### src/rtl/cordic_pkg.sv
// cordic_pkg: shared FSM encoding, Q4.20 angle constants and float exponent bounds
// for the angle range reducer and the CORDIC core.
package cordic_pkg;

    typedef enum logic [2:0] {
        IDLE      = 3'd0,
        CONVERT   = 3'd1,
        REDUCE1   = 3'd2,
        REDUCE2   = 3'd3,
        FOLD_PI   = 3'd4,
        FOLD_HALF = 3'd5,
        DONE      = 3'd6
    } reducer_state_t;

    localparam int Q_WIDTH = 24;

    localparam logic [Q_WIDTH-1:0] TWO_PI  = 24'h6487EE;
    localparam logic [Q_WIDTH-1:0] PI      = 24'h3243F7;
    localparam logic [Q_WIDTH-1:0] HALF_PI = 24'h1921FC;

    // Biased exponents: below EXP_MIN the value is under one Q4.20 LSB; EXP_UNITY
    // aligns the 24-bit significand with Q4.20; EXP_ERROR and up is >= 16.0, Inf or NaN.
    localparam logic [7:0] EXP_MIN   = 8'd107;
    localparam logic [7:0] EXP_UNITY = 8'd130;
    localparam logic [7:0] EXP_ERROR = 8'd131;

endpackage

### src/rtl/angle_range_reducer_if.sv
// angle_range_reducer_if: start/angle request and reduced-angle result bundle.
interface angle_range_reducer_if #(
    parameter int FLOAT_DATA_WIDTH  = 32,
    parameter int CORDIC_DATA_WIDTH = 24
);
    logic                         clk_en;
    logic [FLOAT_DATA_WIDTH-1:0]  angle;
    logic [CORDIC_DATA_WIDTH-1:0] scaled;
    logic                         sign;
    logic                         error;
    logic                         busy;
    logic                         done;

    modport master (output clk_en, angle, input scaled, sign, error, busy, done);
    modport slave  (input clk_en, angle, output scaled, sign, error, busy, done);
endinterface

### src/rtl/float_to_fixed.sv
// float_to_fixed: combinational IEEE-754 single magnitude -> unsigned Q4.20, with range error.
// Build option: ANGLE_REDUCER_ROUND_EN rounds half-up on the first shifted-out bit.
module float_to_fixed
    import cordic_pkg::*;
(
    input  logic [30:0]        i_bits,
    output logic [Q_WIDTH-1:0] o_magnitude,
    output logic               o_error
);
    logic [7:0] w_exp;
    logic [4:0] w_shift;
`ifdef ANGLE_REDUCER_ROUND_EN
    logic [Q_WIDTH:0] w_shifted;
    logic [Q_WIDTH:0] w_rounded;
`endif

    // NOTE: every output and temporary gets a default first so no path infers a latch.
    always_comb begin
        w_exp       = i_bits[30:23];
        w_shift     = '0;
        o_magnitude = '0;
        o_error     = 1'b0;
`ifdef ANGLE_REDUCER_ROUND_EN
        w_shifted   = '0;
        w_rounded   = '0;
`endif
        if (w_exp >= EXP_ERROR) begin
            o_error = 1'b1;
        end else if (w_exp >= EXP_MIN) begin
            w_shift = 5'(EXP_UNITY - w_exp);
`ifdef ANGLE_REDUCER_ROUND_EN
            // Low bit of w_shifted is the most significant bit shifted out.
            w_shifted   = {1'b1, i_bits[22:0], 1'b0} >> w_shift;
            w_rounded   = {1'b0, w_shifted[Q_WIDTH:1]} + (Q_WIDTH+1)'(w_shifted[0]);
            o_magnitude = w_rounded[Q_WIDTH] ? {Q_WIDTH{1'b1}} : w_rounded[Q_WIDTH-1:0];
`else
            o_magnitude = {1'b1, i_bits[22:0]} >> w_shift;
`endif
        end
    end

endmodule

### src/rtl/angle_range_reducer.sv
// angle_range_reducer: folds a float radian angle into [0, pi/2] Q4.20 plus a cosine
// negate flag, fixed 6-cycle latency. Build option: ANGLE_REDUCER_ROUND_EN (in float_to_fixed).
module angle_range_reducer
    import cordic_pkg::*;
#(
    parameter int FLOAT_DATA_WIDTH = 32,
    parameter int INTEGER_WIDTH    = 4,
    parameter int FRACTIONAL_WIDTH = 20
) (
    input logic                  clk,
    input logic                  rst,
    angle_range_reducer_if.slave bus
);
    localparam int CORDIC_DATA_WIDTH = INTEGER_WIDTH + FRACTIONAL_WIDTH;

    reducer_state_t r_state;
    reducer_state_t w_state_next;

    // Sign bit is never stored: cosine is even.
    logic [30:0]                  r_bits;
    logic [CORDIC_DATA_WIDTH-1:0] r_x;
    logic                         r_sign_work;
    logic                         r_error_work;
    logic [CORDIC_DATA_WIDTH-1:0] r_scaled;
    logic                         r_sign;
    logic                         r_error;
    logic                         r_busy;
    logic                         r_done;

    logic [CORDIC_DATA_WIDTH-1:0] w_magnitude;
    logic                         w_error;

    float_to_fixed u_float_to_fixed (
        .i_bits      (r_bits),
        .o_magnitude (w_magnitude),
        .o_error     (w_error)
    );

    always_ff @(posedge clk) begin
        if (rst) r_state <= IDLE;
        else     r_state <= w_state_next;
    end

    always_comb begin
        w_state_next = r_state;
        unique case (r_state)
            IDLE:      if (bus.clk_en) w_state_next = CONVERT;
            CONVERT:   w_state_next = REDUCE1;
            REDUCE1:   w_state_next = REDUCE2;
            REDUCE2:   w_state_next = FOLD_PI;
            FOLD_PI:   w_state_next = FOLD_HALF;
            FOLD_HALF: w_state_next = DONE;
            DONE:      w_state_next = IDLE;
            default:   w_state_next = IDLE;
        endcase
    end

    // NOTE: sequential state uses non-blocking assignments only; the working datapath
    // is reset too so an aborted operation leaves nothing behind.
    always_ff @(posedge clk) begin
        if (rst) begin
            r_bits       <= '0;
            r_x          <= '0;
            r_sign_work  <= 1'b0;
            r_error_work <= 1'b0;
            r_scaled     <= '0;
            r_sign       <= 1'b0;
            r_error      <= 1'b0;
            r_busy       <= 1'b0;
            r_done       <= 1'b0;
        end else begin
            r_done <= 1'b0;
            unique case (r_state)
                IDLE: begin
                    if (bus.clk_en) begin
                        r_bits <= bus.angle[30:0];
                        r_busy <= 1'b1;
                    end
                end
                CONVERT: begin
                    r_x          <= w_magnitude;
                    r_error_work <= w_error;
                end
                REDUCE1, REDUCE2: begin
                    if (r_x >= TWO_PI) r_x <= r_x - TWO_PI;
                end
                FOLD_PI: begin
                    if (r_x > PI) r_x <= TWO_PI - r_x;
                end
                FOLD_HALF: begin
                    if (r_x > HALF_PI) begin
                        r_x         <= PI - r_x;
                        r_sign_work <= 1'b1;
                    end else begin
                        r_sign_work <= 1'b0;
                    end
                end
                DONE: begin
                    r_scaled <= r_x;
                    r_sign   <= r_sign_work;
                    r_error  <= r_error_work;
                    r_done   <= 1'b1;
                    r_busy   <= 1'b0;
                end
                default: ;
            endcase
        end
    end

    assign bus.scaled = r_scaled;
    assign bus.sign   = r_sign;
    assign bus.error  = r_error;
    assign bus.busy   = r_busy;
    assign bus.done   = r_done;

endmodule
### src/flat_wrapper.sv
// flat-port wrapper written by rule: the top's interface ports become plain ports
module angle_range_reducer_flat import cordic_pkg::*;
#(
    parameter int FLOAT_DATA_WIDTH = 32,
    parameter int INTEGER_WIDTH    = 4,
    parameter int FRACTIONAL_WIDTH = 20
)
  (clk, rst, bus_clk_en, bus_angle, bus_scaled, bus_sign, bus_error, bus_busy, bus_done);
  angle_range_reducer_if #(.FLOAT_DATA_WIDTH(FLOAT_DATA_WIDTH)) bus_i ();
  input logic clk;
  input logic rst;
  input wire logic [$bits(bus_i.clk_en)-1:0] bus_clk_en;
  input wire logic [$bits(bus_i.angle)-1:0] bus_angle;
  output wire logic [$bits(bus_i.scaled)-1:0] bus_scaled;
  output wire logic [$bits(bus_i.sign)-1:0] bus_sign;
  output wire logic [$bits(bus_i.error)-1:0] bus_error;
  output wire logic [$bits(bus_i.busy)-1:0] bus_busy;
  output wire logic [$bits(bus_i.done)-1:0] bus_done;
  assign bus_i.clk_en = bus_clk_en;
  assign bus_i.angle = bus_angle;
  assign bus_scaled = bus_i.scaled;
  assign bus_sign = bus_i.sign;
  assign bus_error = bus_i.error;
  assign bus_busy = bus_i.busy;
  assign bus_done = bus_i.done;
  angle_range_reducer #(.FLOAT_DATA_WIDTH(FLOAT_DATA_WIDTH), .INTEGER_WIDTH(INTEGER_WIDTH), .FRACTIONAL_WIDTH(FRACTIONAL_WIDTH)) u_core (.clk(clk), .rst(rst), .bus(bus_i));
endmodule
### config.mk
export PLATFORM = sky130hd
export DESIGN_NAME = angle_range_reducer_flat
export DESIGN_NICKNAME = d
export VERILOG_FILES = /design/src/rtl/cordic_pkg.sv /design/src/rtl/angle_range_reducer_if.sv /design/src/rtl/float_to_fixed.sv /design/src/rtl/angle_range_reducer.sv /design/src/flat_wrapper.sv
export SDC_FILE = /design/constraint.sdc
export NUM_CORES = 1
export LEC_CHECK = 0
export CORE_MARGIN = 2
export CORE_UTILIZATION = 63
export DETAILED_ROUTE_END_ITERATION = 10
export PLACE_DENSITY_LB_ADDON = 0.12
export SLEW_MARGIN = 25
export SYNTH_ARGS = -nofsm -noshare
export SYNTH_HDL_FRONTEND = slang
export SYNTH_SLANG_ARGS = --single-unit
### constraint.sdc
create_clock -name clk -period 9.7 [get_ports clk]
set_input_delay 1.94 -clock clk [delete_from_list [all_inputs] [get_ports clk]]
set_output_delay 1.94 -clock clk [all_outputs]
set_load 0.01 [all_outputs]
---- Word-level counts from Yosys, hierarchy flattened ----
Index checks and enable logic that the tools add are counted.
word-level totals
  register bits after elaboration ......... 88
  input port bits ......................... 35
  output and inout bits ................... 28
  word-level logic and storage cells ...... 50
operators by class
  $add $sub $neg .......................... 4
  order comparisons ....................... 5
  equality and inequality tests ........... 10
  shift-type cells ........................ 1
  muxes and demuxes ....................... 13
  reductions and logical operators ........ 7
operators with widths
  cell                                                                                    count
  24-bit 2-to-1 mux                                                                       5
  24-bit case mux with 4 select lines                                                     1
  24-bit by 23-bit greater-or-equal comparator with 1-bit output (second input constant)  1
  24-bit by 21-bit > comparator with 1-bit output (second input constant)                 1
  24-bit by 22-bit > comparator with 1-bit output (second input constant)                 1
  24-bit by 5-bit right shift with 24-bit output                                          1
  22-bit by 24-bit subtractor with 24-bit output (first input constant)                   1
  23-bit by 24-bit subtractor with 24-bit output (first input constant)                   1
  24-bit by 23-bit subtractor with 24-bit output (second input constant)                  1
  3-bit case mux with 6 select lines                                                      1
  3-bit equality test (second input constant)                                             3
  8-bit by 7-bit greater-or-equal comparator with 1-bit output (second input constant)    1
  8-bit greater-or-equal comparator (second input constant)                               1
  3-bit by 2-bit equality test with 1-bit output (second input constant)                  2
  2-bit by 1-bit inequality test with 1-bit output (second input constant)                3
  2-bit by 5-bit subtractor with 5-bit output (first input constant)                      1
  1-bit 2-to-1 mux                                                                        4
  2-bit AND reduction                                                                     2
  4-bit AND reduction                                                                     1
  4-bit nonzero test                                                                      1
  3-bit by 1-bit equality test with 1-bit output (second input constant)                  1
  3-bit logical NOT                                                                       1
  3-bit 2-to-1 mux                                                                        1
  2-bit inequality test (second input constant)                                           1
  3 further kinds                                                                         3

---- Logic depth before layout (Yosys ltp) ----
  depth in word-level cells ............... 5
  depth in mapped cells ................... 13
  gate-level depth less buffers ........... 9

---- By module ----
Synthesis repeated with hierarchy kept, for this count alone.
second synthesis, totals
  cell total of the unflattened synthesis .. 923
  area total of the unflattened synthesis .. 6635.1 um2
modules (own cells, without submodules)
  module               times used  cells an instance  area each (um2)  sequential area each (um2)
  angle_range_reducer  1           737                5256.3           1761.7
  float_to_fixed       1           186                1378.8           0.0

---- Worst setup path before layout ----
No wires, ideal clock.
  path type ............................... register to register
  from .................................... register u_core.r_bits[23]
  to ...................................... register u_core.r_x[3]
  setup time .............................. 0.134 ns
  arrival time ............................ 2.904 ns
  data required time ...................... 9.566 ns
  slack ................................... 6.662 ns
  cell stages (with the launch flop) ...... 13
  path buffers ............................ 4
  clock period less this slack ............ 3.038 ns
  path through ............................ dfxtp_1 buf_2 inv_1 clkbuf_1 ha_1 clkbuf_1 buf_2 mux4_2 nand2_1 o311ai_0 and3_1 a2111oi_2 a211oi_1
between the ends
  word-level cells in the longest chain between the ends .. 5
  elaborated cells between the ends (all ways) .. 7
  classes of those cells .................. 1 x add/sub; 2 x order compare; 1 x shift; 3 x mux
ends and longest elaborated chain
  element                                         RTL line                   text
  from (decl)                                     angle_range_reducer.sv:20  logic [30:0] r_bits;
  from (signal assigned)                          angle_range_reducer.sv:76  r_bits <= bus.angle[30:0];
  2-bit by 5-bit subtractor with 5-bit output     float_to_fixed.sv:30       w_shift = 5'(EXP_UNITY - w_exp);
  24-bit by 5-bit right shift with 24-bit output  float_to_fixed.sv:37       o_magnitude = {1'b1, i_bits[22:0]} >> w_shift;
  24-bit 2-to-1 mux                               float_to_fixed.sv:29       end else if (w_exp >= EXP_MIN) begin
  24-bit 2-to-1 mux *                             float_to_fixed.sv:27       if (w_exp >= EXP_ERROR) begin
  24-bit case mux with 4 select lines *           angle_range_reducer.sv:73  unique case (r_state)
  to (signal assigned)                            angle_range_reducer.sv:81  r_x <= w_magnitude;
  to (signal assigned)                            angle_range_reducer.sv:85  if (r_x >= TWO_PI) r_x <= r_x - TWO_PI;
  to (signal assigned)                            angle_range_reducer.sv:88  if (r_x > PI) r_x <= TWO_PI - r_x;
  to (decl)                                       angle_range_reducer.sv:21  logic [CORDIC_DATA_WIDTH-1:0] r_x;
Mark *: on every way between the ends. The rest lies on a longest branch, timed or not.
A chain may end at the register's enable or synchronous reset.

---- Final worst setup path ----
  from .................................... register u_core.r_x[6]
  to ...................................... register u_core.r_x[22]
between the ends
  word-level cells in the longest chain between the ends .. 3
  elaborated cells between the ends (all ways) .. 14
  classes of those cells .................. 3 x add/sub; 3 x order compare; 3 x eq/ne; 4 x mux; 1 x reduce/logical
ends and longest elaborated chain
  element                                                                            RTL line                   text
  22-bit by 24-bit subtractor with 24-bit output (tied with other cells)             angle_range_reducer.sv:92  r_x <= PI - r_x;
  24-bit 2-to-1 mux (tied with other cells)                                          angle_range_reducer.sv:91  if (r_x > HALF_PI) begin
  24-bit case mux with 4 select lines / 4-bit AND reduction (equally long branches)  -
Several ways; a longest one is shown, not always the timed one. The select of a mux whose other input is x is not followed.

==> flow_metrics.tcl <==
set metrics [dict create \
    r2r_cells 7 \
    power_density_nw_per_um2 145 \
    critPathSlowestCell "and3_1" \
    grt_pass1_vias 6570 \
    numCtsBuffers 9 \
    critPathLaunchType "flop" \
    cts.sinks 88 \
    nNetsFinal 909 \
    slowest_delay_ns 0.85 \
    dr.pass1.iters 7 \
    vias_per_cell 6.87 \
    rsz0062_at_grt "false" \
    globalRouteTotalUtil_pct 36.9 \
    num_antenna_cells 0 \
    clk_latency_ns 0.38 \
    hold_viol 0 \
    initial_core_util_pct 64.4 \
    ctsHtreeMaxLevel 3 \
    hold_path_depth 2 \
    cts_setup_buffers 0 \
    synthArstFlopShare_pct 0 \
    path_cells "nand4_2, nor2_2, o2111ai_1, a311oi_1, and3_1, nand2_1, o32ai_1" \
    routedWlPerCell_um 20.0 \
    drive_gt1_share_pct 7.14 \
    avgSynthCellArea_sq_um 7.24 \
    vias 6874 \
    status "completed" \
    worstPathMaxFanout 21 \
    yosys_most_used_dff "dfxtp_1" \
    tritoncts "done" \
    synth_cell_types 75 \
    worst_hold_slack_ns 0.454 \
    path_clk_slew_ns 0.09 \
    p_leak_nw 2.43 \
    ios 63 \
    dieWidth_um 104 \
    drv_slew 0 \
    num_rows 36 \
    coreArea_sq_um 9730 \
    period_share_pct 41.8 \
    use_met3_pct 7.24 \
    grt_overflow 0 \
    fin_skew_ns 0.0113 \
    yosysTopAreaCell "dfxtp_1" \
    drt_iter0_drc 690 \
    synth_edf_count 0 \
    final_common_cell "nand2_1" \
    crit_cells 7 \
    worstMarginPinSlew_ns 1.07 \
    worstSetupEndpointType "flop" \
    dp_hpwl_um 14000 \
    yosysWarningCount 0 \
    grt_max_degree 80 \
    yosys_register_bits 88 \
    cp.arrival_ns 4.32 \
    crit_type "flop to flop" \
    grt_antenna_before_repair 0 \
    ys_seq_area_share_pct 28.1 \
    grt.met1_usage_pct 44.0 \
    dieArea_sq_um 10800 \
    ctsRootBufferMaster "clkbuf_8" \
    final_cell_mix "nand2_1 (187), a21oi_1 (98), dfxtp_1 (88), clkdlybuf4s50_1 (60), o21ai_0 (49)" \
    postCtsHoldBufs 0 \
    tns_ns 0 \
    synth_area_leaders "dfxtp_1 (28%), nand2_1 (11%), a21oi_1 (7.8%)" \
    synth_cells 865 \
    fp.dieH_um 104 \
    synth_nets 910 \
    syn-cell-area_sq_um 6260 \
    grt_pass1_wl_um 32300 \
    irDropWorstVdd_uv 99.9 \
    ant_nets 0 \
    port_buffers 61 \
    met2_usage_pct 62.6 \
    fmax_mhz 247 \
    routed_wl_um 20000 \
    fin_crit_ns 4.05 \
    route.detailed.drc 0 \
    area_growth_pct 11.7 \
    hp-class "flop to flop" \
    gp_congestion 1.03 \
    synth_top_area_share_pct 28.1 \
    maxCapViolCount 0 \
    cp_top_family "simple AND/OR/NAND/NOR gates" \
    cts.path.max_buffers 2 \
    max_slew_margin_pct 28.2 \
    top_usage_layer "met2" \
    worstPathRequired_ns 9.97 \
    setup_viol_count_final 0 \
    cts_resized 0 \
    critPathBufInv 0 \
]
[cells by family (layout without fill, tap and decap cells)]
kind of cell | count (synthesis) | count (layout) | synth area share (%)
compound gates | 270 | 270 | 27.6
flops | 88 | 88 | 28.1
simple gates | 339 | 339 | 24.4
buf+inv | 98 | 101 | 6.37
mux | 39 | 39 | 8.51
fa+ha+maj | 10 | 10 | 2.00
xor+xnor | 21 | 21 | 2.94
[layout make-up]
| type | count | area (sq um) |
|---|---|---|
| inverters | 17 | 63.8 |
| well taps | 133 | 166 |
| fillers | 812 | 2730 |
| multi-input cells | 679 | 4120 |
| flip-flops and latches | 88 | 1760 |
| clock buffers | 9 | 124 |
| repair buffers | 69 | 666 |
| clock inverters | 6 | 93.8 |
[stage by stage]
step	instances	cell area, sq um	setup WS [ns]	total power (W)	utilization (%)
2_1_floorplan	865	6260	6.66	0.000639	-
3_3_place_gp	986	6770	5.87	0.000711	69.6
3_5_place_dp	986	6770	5.79	0.000720	69.6
4_1_cts	1001	6990	5.79	0.00100	71.8
5_1_grt	1001	7000	5.64	0.00106	71.9
6_report	1001	7000	5.65	0.00102	71.9
[worst paths after layout]
kind | start | to | slack [ns]
min reg2reg | u_core.bus.scaled[11] | u_core.bus.scaled[11] | 0.45
max | u_core.r_x[6] | u_core.r_x[22] | 5.65
max reg2reg | u_core.r_x[6] | u_core.r_x[22] | 5.65
min | u_core.bus.scaled[11] | u_core.bus.scaled[11] | 0.45
[synth_stat cells (15+ instances only)]
| master | count |
|---|---|
| a21oi_1 | 98 |
| a31oi_1 | 18 |
| buf_2 | 15 |
| clkbuf_1 | 59 |
| dfxtp_1 | 88 |
| inv_1 | 17 |
| mux2i_1 | 24 |
| nand2_1 | 187 |
| nand3_1 | 28 |
| nor2_1 | 44 |
| nor3_1 | 28 |
| o211ai_1 | 15 |
| o21ai_0 | 49 |
| xnor2_1 | 15 |
[tightest hold or removal path, stage by stage, from the launching register on]
cell and delay, ns:
dfxtp_1 0.32, nand2_1 0.05, a21oi_1 0.05
[flip-flops by register name (all words and copies together) (netlist names)]
signal	flops
u_core.bus.busy	1
u_core.bus.done	1
u_core.bus.error	1
u_core.bus.scaled	24
u_core.bus.sign	1
u_core.r_bits	31
u_core.r_error_work	1
u_core.r_sign_work	1
u_core.r_state	3
u_core.r_x	24
[layer usage]
metal  routed length, um  vias to the layer above
met4                 982                        0
met2                9480                      477
met1                7410                     3148
met3                2100                      105
li1                    -                     3144
met5                   0                        -
[power by group]
part	internal, W	leakage, nW	total [W]	switching, W
registers	0.000382	0.716	0.000440	0.0000584
clock network	0.000145	0.106	0.000287	0.000141
logic	0.000113	1.61	0.000288	0.000175
total	0.000640	2.43	0.00102	0.000375
No activity file was read; power rests on OpenSTA's default activity.
